<file path="src/rtl/ahb_usb_slave_pw.sv">
// AHB-Lite subordinate bridging a host bus to a USB endpoint buffer and RX/TX packet engines.
// Optional interrupt logic (irq output, 0x14 irq_enable, 0x15 W1C pending) is built when IRQ_EN is defined.
module ahb_usb_slave_pw #(
  parameter int DATA_W    = 32,
  parameter int BUF_DEPTH = 64,
  localparam int NB       = DATA_W / 8,
  localparam int LW       = $clog2(NB),
  localparam int OCC_W    = $clog2(BUF_DEPTH + 1)
) (
  input  logic              clk,
  input  logic              n_rst,
  input  logic              hsel,
  input  logic [4:0]        haddr,
  input  logic [1:0]        htrans,
  input  logic [2:0]        hsize,
  input  logic              hwrite,
  input  logic [DATA_W-1:0] hwdata,
  output logic [DATA_W-1:0] hrdata,
  output logic              hready,
  output logic              hresp,
  input  logic [3:0]        rx_packet,
  input  logic              rx_data_ready,
  input  logic              rx_transfer_active,
  input  logic              rx_error,
  input  logic              tx_transfer_active,
  input  logic              tx_error,
  input  logic [OCC_W-1:0]  buffer_occupancy,
  input  logic [7:0]        rx_data,
  output logic              get_rx_data,
  output logic              store_tx_data,
  output logic [7:0]        tx_data,
  output logic              clear,
  output logic [3:0]        tx_packet,
`ifdef IRQ_EN
  output logic              irq,
`endif
  output logic              d_mode
);

  typedef enum logic [2:0] {IDLE, WR_SER, RD_SER, RD_DONE, ERR1, ERR2} state_e;

  localparam logic [4:0] A_STATUS  = 5'h08;
  localparam logic [4:0] A_ERROR   = 5'h0A;
  localparam logic [4:0] A_OCC     = 5'h0C;
  localparam logic [4:0] A_TXCTRL  = 5'h10;
  localparam logic [4:0] A_FLUSH   = 5'h11;
  localparam logic [4:0] A_IRQEN   = 5'h14;
  localparam logic [4:0] A_IRQPEND = 5'h15;

  localparam logic [3:0] PID_OUT   = 4'b0001;
  localparam logic [3:0] PID_IN    = 4'b1001;
  localparam logic [3:0] PID_ACK   = 4'b0010;
  localparam logic [3:0] PID_NAK   = 4'b1010;
  localparam logic [3:0] PID_DATA0 = 4'b0011;
  localparam logic [3:0] PID_DATA1 = 4'b1011;
  localparam logic [3:0] PID_STALL = 4'b1110;

  state_e            state_q, state_d;
  logic [LW-1:0]     cnt_q, cnt_d, last_q, last_d, base_q, base_d, lane_idx;
  logic [4:0]        addr_q, addr_d;
  logic              reg_rd_q, reg_rd_d, reg_wr_q, reg_wr_d;
  logic [DATA_W-1:0] rbuf_q, rbuf_d;
  logic [2:0]        tx_ctrl_q, tx_ctrl_d;
  logic [3:0]        tx_pid_q, tx_pid_d;
  logic              flush_q, flush_d, clear_q, clear_d, d_mode_q;

  // Address-phase decode
  logic              xfer_req, size_bad, misalign, is_win, is_ro, is_rw, dec_err;
  logic [3:0]        lanes;
  logic [LW-1:0]     size_mask;
  logic [OCC_W:0]    occ_ext, lanes_ext;
  logic [31:0]       stat_w, rd_word;
  logic [DATA_W-1:0] rd_bus;
  logic [7:0]        wbyte;
  logic [3:0]        wr_pid;
  logic              pid_ok, tx_fall;

  // Bits [15:0] are the status register, [31:16] the error register.
  assign stat_w = {7'b0, tx_error, 7'b0, rx_error, 6'b0, tx_transfer_active, rx_transfer_active,
                   3'b0, rx_packet == PID_NAK, rx_packet == PID_ACK, rx_packet == PID_OUT,
                   rx_packet == PID_IN, rx_data_ready};

  assign xfer_req = hsel && (htrans == 2'b10 || htrans == 2'b11);
  assign lane_idx = base_q + cnt_q;
  assign tx_fall  = d_mode_q && !tx_transfer_active;
  assign wbyte    = 8'(hwdata >> {addr_q[LW-1:0], 3'b000});

  always_comb begin
    lanes     = 4'd1 << hsize;
    size_mask = LW'(lanes - 4'd1);
    occ_ext   = {1'b0, buffer_occupancy};
    lanes_ext = (OCC_W + 1)'(lanes);
    size_bad  = hsize > 3'(LW);
    misalign  = (haddr[LW-1:0] & size_mask) != '0;
    is_win    = haddr < 5'(NB);
    is_ro     = (haddr == A_STATUS) || (haddr == A_ERROR) || (haddr == A_OCC);
    is_rw     = (haddr == A_TXCTRL) || (haddr == A_FLUSH);
`ifdef IRQ_EN
    is_rw     = is_rw || (haddr == A_IRQEN) || (haddr == A_IRQPEND);
`endif
    dec_err   = size_bad || misalign || !(is_win || is_ro || is_rw) || (is_ro && hwrite) ||
                (is_win && !hwrite && (occ_ext < lanes_ext)) ||
                (is_win && hwrite && (occ_ext + lanes_ext > (OCC_W + 1)'(BUF_DEPTH)));
  end

  // NOTE: every signal gets a default at the top of the block so no path leaves it unassigned (no latches).
  always_comb begin
    state_d       = state_q;
    cnt_d         = cnt_q;
    last_d        = last_q;
    base_d        = base_q;
    addr_d        = addr_q;
    rbuf_d        = rbuf_q;
    reg_rd_d      = 1'b0;
    reg_wr_d      = 1'b0;
    hready        = 1'b1;
    hresp         = 1'b0;
    store_tx_data = 1'b0;
    get_rx_data   = 1'b0;
    tx_data       = '0;
    case (state_q)
      WR_SER: begin
        store_tx_data = 1'b1;
        tx_data       = hwdata[{lane_idx, 3'b000} +: 8];
        if (cnt_q == last_q) state_d = IDLE;
        else begin
          hready = 1'b0;
          cnt_d  = cnt_q + 1'b1;
        end
      end
      RD_SER: begin
        get_rx_data = 1'b1;
        hready      = 1'b0;
        rbuf_d[{lane_idx, 3'b000} +: 8] = rx_data;
        if (cnt_q == last_q) state_d = RD_DONE;
        else cnt_d = cnt_q + 1'b1;
      end
      ERR1: begin
        hresp   = 1'b1;
        hready  = 1'b0;
        state_d = ERR2;
      end
      RD_DONE, ERR2: begin
        hresp   = (state_q == ERR2);
        state_d = IDLE;
      end
      default: ;
    endcase
    // A new address phase is accepted on any cycle that completes the previous one.
    if (hready && xfer_req) begin
      addr_d = haddr;
      base_d = haddr[LW-1:0];
      last_d = size_mask;
      cnt_d  = '0;
      if (dec_err) state_d = ERR1;
      else if (is_win) begin
        state_d = hwrite ? WR_SER : RD_SER;
        if (!hwrite) rbuf_d = '0;
      end else begin
        state_d  = IDLE;
        reg_rd_d = !hwrite;
        reg_wr_d = hwrite;
      end
    end
  end

`ifdef IRQ_EN
  localparam logic [31:0] IRQ_MASK = 32'h0101_03FF;
  logic [31:0] en_q, en_d, pend_q, pend_d, stat_q, w1c, wword;
  logic        irq_q, irq_d;
  assign wword = 32'(hwdata >> {addr_q[LW-1:0], 3'b000});
  assign irq   = irq_q;
`endif

  always_comb begin
    tx_ctrl_d = tx_fall ? '0 : tx_ctrl_q;
    flush_d   = (buffer_occupancy == '0) ? 1'b0 : flush_q;
    tx_pid_d  = '0;
    clear_d   = 1'b0;
    pid_ok    = 1'b1;
    case (wbyte)
      8'd1:    wr_pid = PID_DATA0;
      8'd2:    wr_pid = PID_ACK;
      8'd3:    wr_pid = PID_NAK;
      8'd4:    wr_pid = PID_STALL;
      8'd5:    wr_pid = PID_DATA1;
      default: begin
        wr_pid = '0;
        pid_ok = 1'b0;
      end
    endcase
    // Bus writes are applied after the hardware clears so they take priority.
    if (reg_wr_q && addr_q == A_TXCTRL && pid_ok) begin
      tx_ctrl_d = wbyte[2:0];
      tx_pid_d  = wr_pid;
    end
    if (reg_wr_q && addr_q == A_FLUSH && wbyte == 8'd1) begin
      flush_d = 1'b1;
      clear_d = 1'b1;
    end
`ifdef IRQ_EN
    en_d = en_q;
    w1c  = '0;
    if (reg_wr_q && addr_q == A_IRQEN)   en_d = wword & IRQ_MASK;
    if (reg_wr_q && addr_q == A_IRQPEND) w1c  = wword;
    pend_d = (pend_q | (stat_w & ~stat_q)) & ~w1c;
    irq_d  = |(pend_d & en_d);
`endif
  end

  always_comb begin
    rd_word = '0;
    case (addr_q)
      A_STATUS: rd_word[15:0]      = stat_w[15:0];
      A_ERROR:  rd_word[15:0]      = stat_w[31:16];
      A_OCC:    rd_word[OCC_W-1:0] = buffer_occupancy;
      A_TXCTRL: rd_word[2:0]       = tx_ctrl_q;
      A_FLUSH:  rd_word[0]         = flush_q;
`ifdef IRQ_EN
      A_IRQEN:   rd_word = en_q;
      A_IRQPEND: rd_word = pend_q;
`endif
      default: ;
    endcase
    rd_bus        = '0;
    rd_bus[31:0]  = rd_word;
    hrdata        = '0;
    if (state_q == RD_DONE) hrdata = rbuf_q;
    else if (reg_rd_q)      hrdata = rd_bus << {addr_q[LW-1:0], 3'b000};
  end

  // NOTE: state uses non-blocking assignments so every flop samples pre-edge values.
  // NOTE: the read assembly buffer is reset too, so hrdata is a known 0 from reset onward.
  always_ff @(posedge clk or negedge n_rst) begin
    if (!n_rst) begin
      state_q   <= IDLE;
      cnt_q     <= '0;
      last_q    <= '0;
      base_q    <= '0;
      addr_q    <= '0;
      reg_rd_q  <= 1'b0;
      reg_wr_q  <= 1'b0;
      rbuf_q    <= '0;
      tx_ctrl_q <= '0;
      tx_pid_q  <= '0;
      flush_q   <= 1'b0;
      clear_q   <= 1'b0;
      d_mode_q  <= 1'b0;
`ifdef IRQ_EN
      en_q      <= '0;
      pend_q    <= '0;
      stat_q    <= '0;
      irq_q     <= 1'b0;
`endif
    end else begin
      state_q   <= state_d;
      cnt_q     <= cnt_d;
      last_q    <= last_d;
      base_q    <= base_d;
      addr_q    <= addr_d;
      reg_rd_q  <= reg_rd_d;
      reg_wr_q  <= reg_wr_d;
      rbuf_q    <= rbuf_d;
      tx_ctrl_q <= tx_ctrl_d;
      tx_pid_q  <= tx_pid_d;
      flush_q   <= flush_d;
      clear_q   <= clear_d;
      d_mode_q  <= tx_transfer_active;
`ifdef IRQ_EN
      en_q      <= en_d;
      pend_q    <= pend_d;
      stat_q    <= stat_w;
      irq_q     <= irq_d;
`endif
    end
  end

  assign clear     = clear_q;
  assign tx_packet = tx_pid_q;
  assign d_mode    = d_mode_q;

endmodule

</file>
<file path="config.mk">
export PLATFORM = sky130hd
export DESIGN_NAME = ahb_usb_slave_pw
export DESIGN_NICKNAME = d
export VERILOG_FILES = /design/src/rtl/ahb_usb_slave_pw.sv
export SDC_FILE = /design/constraint.sdc
export NUM_CORES = 1
export LEC_CHECK = 0
export ABC_AREA = 1
export BUFFER_PORTS_ARGS = -buffer_cell sky130_fd_sc_hd__buf_2
export CAP_MARGIN = 5
export CORE_AREA = 2 2 100 102
export DETAILED_ROUTE_END_ITERATION = 10
export DIE_AREA = 0 0 102 104
export GPL_TIMING_DRIVEN = 0
export PLACE_DENSITY = 0.69
export SKIP_LAST_GASP = 1
export SLEW_MARGIN = 15
export SYNTH_ARGS = -nofsm -noshare
export SYNTH_HDL_FRONTEND = slang
export SYNTH_SLANG_ARGS = --single-unit
export TNS_END_PERCENT = 30
</file>
<file path="constraint.sdc">
create_clock -name clk -period 6 [get_ports clk]
set_clock_uncertainty 0.15 [all_clocks]
set_input_delay 1.5 -clock clk [delete_from_list [all_inputs] [get_ports clk]]
set_output_delay 1.5 -clock clk [all_outputs]
set_load 0.02 [all_outputs]
</file>
==> flow_metrics.env <==
export IMPL_n_antenna_cell=0
export IMPL_p_comb_frac=0.635
export IMPL_finalPower_mw=2.292
export IMPL_hold_buffers=0
export IMPL_hold_start="tx_ctrl_q[1]"
export IMPL_sw_frac_of_total=0.5361
export IMPL_drc=0
export IMPL_first_pass_iters=5
export IMPL_outcome="complete, no violations"
export IMPL_required_ns=4.35
export IMPL_path_cells="buf_2 -> inv_1 -> o22ai_1 -> nor2_1 -> nand3b_1 -> o21ai_0 -> o21ai_0 -> buf_2"
export IMPL_syn_area_per_cell_um2=6.508
export IMPL_holdWs_ns=0.3713
export IMPL_postCtsResizedCells=0
export IMPL_cts_buffers=5
export IMPL_grtUsageTotal=0.2311
export IMPL_yosys_area_top_type_share=0.3359
export IMPL_post_route_period_util=0.7500
export IMPL_cp_top_family="compound AO/OA/AOI/OAI gates"
export IMPL_p_leak_nw=2.952
export IMPL_antenna_found_initial=0
export IMPL_ys_async_sr_fraction=1.000
export IMPL_yosysSeqAreaShare=0.3359
export IMPL_p_per_area_nw_per_um2=455.8
export IMPL_r2r_setup_slack_ns=2.65
export IMPL_rows=36
export IMPL_synth_top_area_cell="dfrtp_1"
export IMPL_final_nets=851
export IMPL_setup_ws_ns=1.500
export IMPL_rr_worst_depth=10
export IMPL_finalInstanceArea_um2=5029
export IMPL_cts_post_setup_buffers_inserted=0
export IMPL_worstSkewPairLatency_ns=0.33
export IMPL_drt_iter0_drc=262
export IMPL_path_buf_inv=3
export IMPL_synth_area_leaders="dfrtp_1, nand2_1, inv_1, nor2_1, o21ai_0"
export IMPL_dpl_cell_area_um2=4931
export IMPL_synth_ff_type="dfrtp_1"
export IMPL_die_area_um2=10610
export IMPL_synth_edf_count=0
export IMPL_ys_warn_count=0
export IMPL_dpl_worst_slack_ns=1.557
export IMPL_peakVddDrop_mv=0.2222
export IMPL_worstPathMaxFanout=3
export IMPL_max_clock_path_buffers=2
export IMPL_cts_htree_levels=2
export IMPL_die_w_um=102
export IMPL_hold_end="tx_ctrl_q[1]"
export IMPL_gp_congestion=0.9165
export IMPL_worstSetupPathType="input pin to output port"
export IMPL_drv_cap=0
export IMPL_clock_sinks=56
export IMPL_p_sw_mw=1.229
export IMPL_grt_max_degree=57
export IMPL_holdPathStages=2
export IMPL_period_needed_ns=4.500
export IMPL_fmax_mhz=222.2
export IMPL_yosys_register_bits=56
export IMPL_slew_viol_final=0
export IMPL_synth_common_cells="nand2_1, inv_1, nor2_1"
export IMPL_die_y_um=104
export IMPL_cts_root_buf="clkbuf_8"
export IMPL_worstHoldPathType="flip-flop to flip-flop"
export IMPL_max_stage_delay_ns=0.33
export IMPL_grt_overflow=0
export IMPL_grt_setup_unrepaired="no"
export IMPL_startpoint_type="input pin"
export IMPL_wl_per_cell_um=13.69
export IMPL_coreArea_um2=9549
export IMPL_grt_pass1_wl_um=19720
export IMPL_synthDistinctLibCells=40
export IMPL_worst_ep_arrival_time_ns=2.85
export IMPL_ios=120
export IMPL_seqPwrFrac=0.262
export IMPL_finalSetupViolCount=0
export IMPL_yosysMostFrequentCell="nand2_1"
export IMPL_end_kind="output port"
export IMPL_drive_gt1_frac=0.2073
export IMPL_port_buffers=118
export IMPL_clkPwrFrac=0.103
export IMPL_syn_inst=641
export IMPL_syn_area_um2=4172
export IMPL_grt_pass1_vias=4296
export IMPL_vias=4571
export IMPL_cts_tree="done"
export IMPL_drtAntennaViolNets=0
export IMPL_area_growth_pct=20.55
export IMPL_tightest_slew_ns=0.7307
export IMPL_tns_ns=0
export IMPL_hold_viol=0
export IMPL_wl_um=12320
export IMPL_rr_startpoint="cnt_q[0]"
export IMPL_clk_pin_slew_ns=0.11
export IMPL_r2r_end="rbuf_q[14]"
export IMPL_dp_hpwl_um=9889
export IMPL_slew_headroom=0.5128
export IMPL_internal_power_mw=1.063
export IMPL_initial_core_util=0.4368
export IMPL_vias_per_cell=5.079
export IMPL_critical_path_slowest_cell="o21ai_0"
export IMPL_synth_nets=726
[cell type report]
class,count,area [um^2]
Buffer,18,83.83
Clock buffer,5,68.82
Clock inverter,3,28.78
Fill cell,1002,4521
Inverter,138,518.0
Multi-Input combinational cell,429,2168
Sequential cell,56,1401
Tap cell,133,166.4
Timing Repair Buffer,118,593.1
[metal layers]
layer,global-route usage,wire length (um)
met5,0,0
met4,0.05429,150
met3,0.03629,893
met2,0.3783,5606
met1,0.3199,5669
[registers in the layout (all words and copies together) (netlist names)]
name       flops
addr_q         4
base_q         1
clear          1
cnt_q          2
d_mode         1
flush_q        1
last_q         2
rbuf_q        32
reg_rd_q       1
reg_wr_q       1
state_q        3
tx_ctrl_q      3
tx_packet      4
[worst min-delay path, stage by stage (launching register included)]
cell and delay (ns):
dfrtp_1 0.37, nand3_1 0.07, nand2_1 0.05
[through the flow]
stage | util | std cells
floorplan | - | 641
global placement | 0.5161 | 892
detailed placement | 0.5164 | 892
CTS | 0.5266 | 900
global route | 0.5266 | 900
finish | 0.5266 | 900
[worst max path at each step]
stage	start	to	slack (ns)	depth (start not counted)
6_report	buffer_occupancy[0]	hrdata[8]	1.50	8
5_1_grt	buffer_occupancy[0]	hrdata[8]	1.44	8
4_1_cts	buffer_occupancy[0]	hrdata[8]	1.55	8
3_5_place_dp	buffer_occupancy[0]	hrdata[8]	1.56	8
3_3_place_gp	buffer_occupancy[0]	hrdata[8]	1.55	8
2_1_floorplan	buffer_occupancy[0]	hrdata[8]	1.96	6
[power groups by stage]
| stage | Combinational (mW) | Sequential (mW) | Clock [mW] |
|---|---|---|---|
| 2_1_floorplan | 1.07 | 0.589 | 0 |
| 3_3_place_gp | 1.40 | 0.604 | 0 |
| 3_5_place_dp | 1.44 | 0.609 | 0 |
| 4_1_cts | 1.45 | 0.601 | 0.238 |
| 5_1_grt | 1.65 | 0.619 | 0.253 |
| 6_report | 1.46 | 0.601 | 0.236 |
[cell families (layout without fill, tap and decap cells)]
family,count (synthesis),in the layout,synth area share
AO/OA/AOI/OAI,127,127,0.1761
XOR/XNOR,2,2,0.004200
adder cells (fa/ha/maj),15,15,0.04679
buffers and inverters,156,282,0.1443
flip-flops,56,56,0.3359
multiplexers,2,2,0.004799
AND/OR/NAND/NOR,283,283,0.2879
[placed cells by master (no fill, tap or decap), types with 2 or more instances in the layout]
| cell | synthesis | final |
|---|---|---|
| a211oi_1 | 7 | 7 |
| a21oi_1 | 37 | 37 |
| a311oi_1 | 2 | 2 |
| a31oi_1 | 22 | 22 |
| buf_2 | 4 | 121 |
| buf_4 | 1 | 2 |
| clkbuf_1 | 11 | 11 |
| clkbuf_8 | 0 | 5 |
| dfrtp_1 | 56 | 56 |
| ha_1 | 14 | 14 |
| inv_1 | 125 | 125 |
| inv_2 | 13 | 13 |
| inv_6 | 0 | 2 |
| mux2i_1 | 2 | 2 |
| nand2_1 | 132 | 132 |
| nand2_2 | 3 | 3 |
| nand3_1 | 32 | 32 |
| nand3_2 | 3 | 3 |
| nand3b_1 | 2 | 2 |
| nand4_1 | 9 | 9 |
| nor2_1 | 85 | 85 |
| nor3_1 | 9 | 9 |
| nor3_2 | 3 | 3 |
| o21a_1 | 3 | 3 |
| o21ai_0 | 40 | 40 |
| o22ai_1 | 7 | 7 |
| o31ai_1 | 2 | 2 |
| o32ai_1 | 2 | 2 |
| or2_2 | 2 | 2 |
No activity file was read; power rests on OpenSTA's default activity.
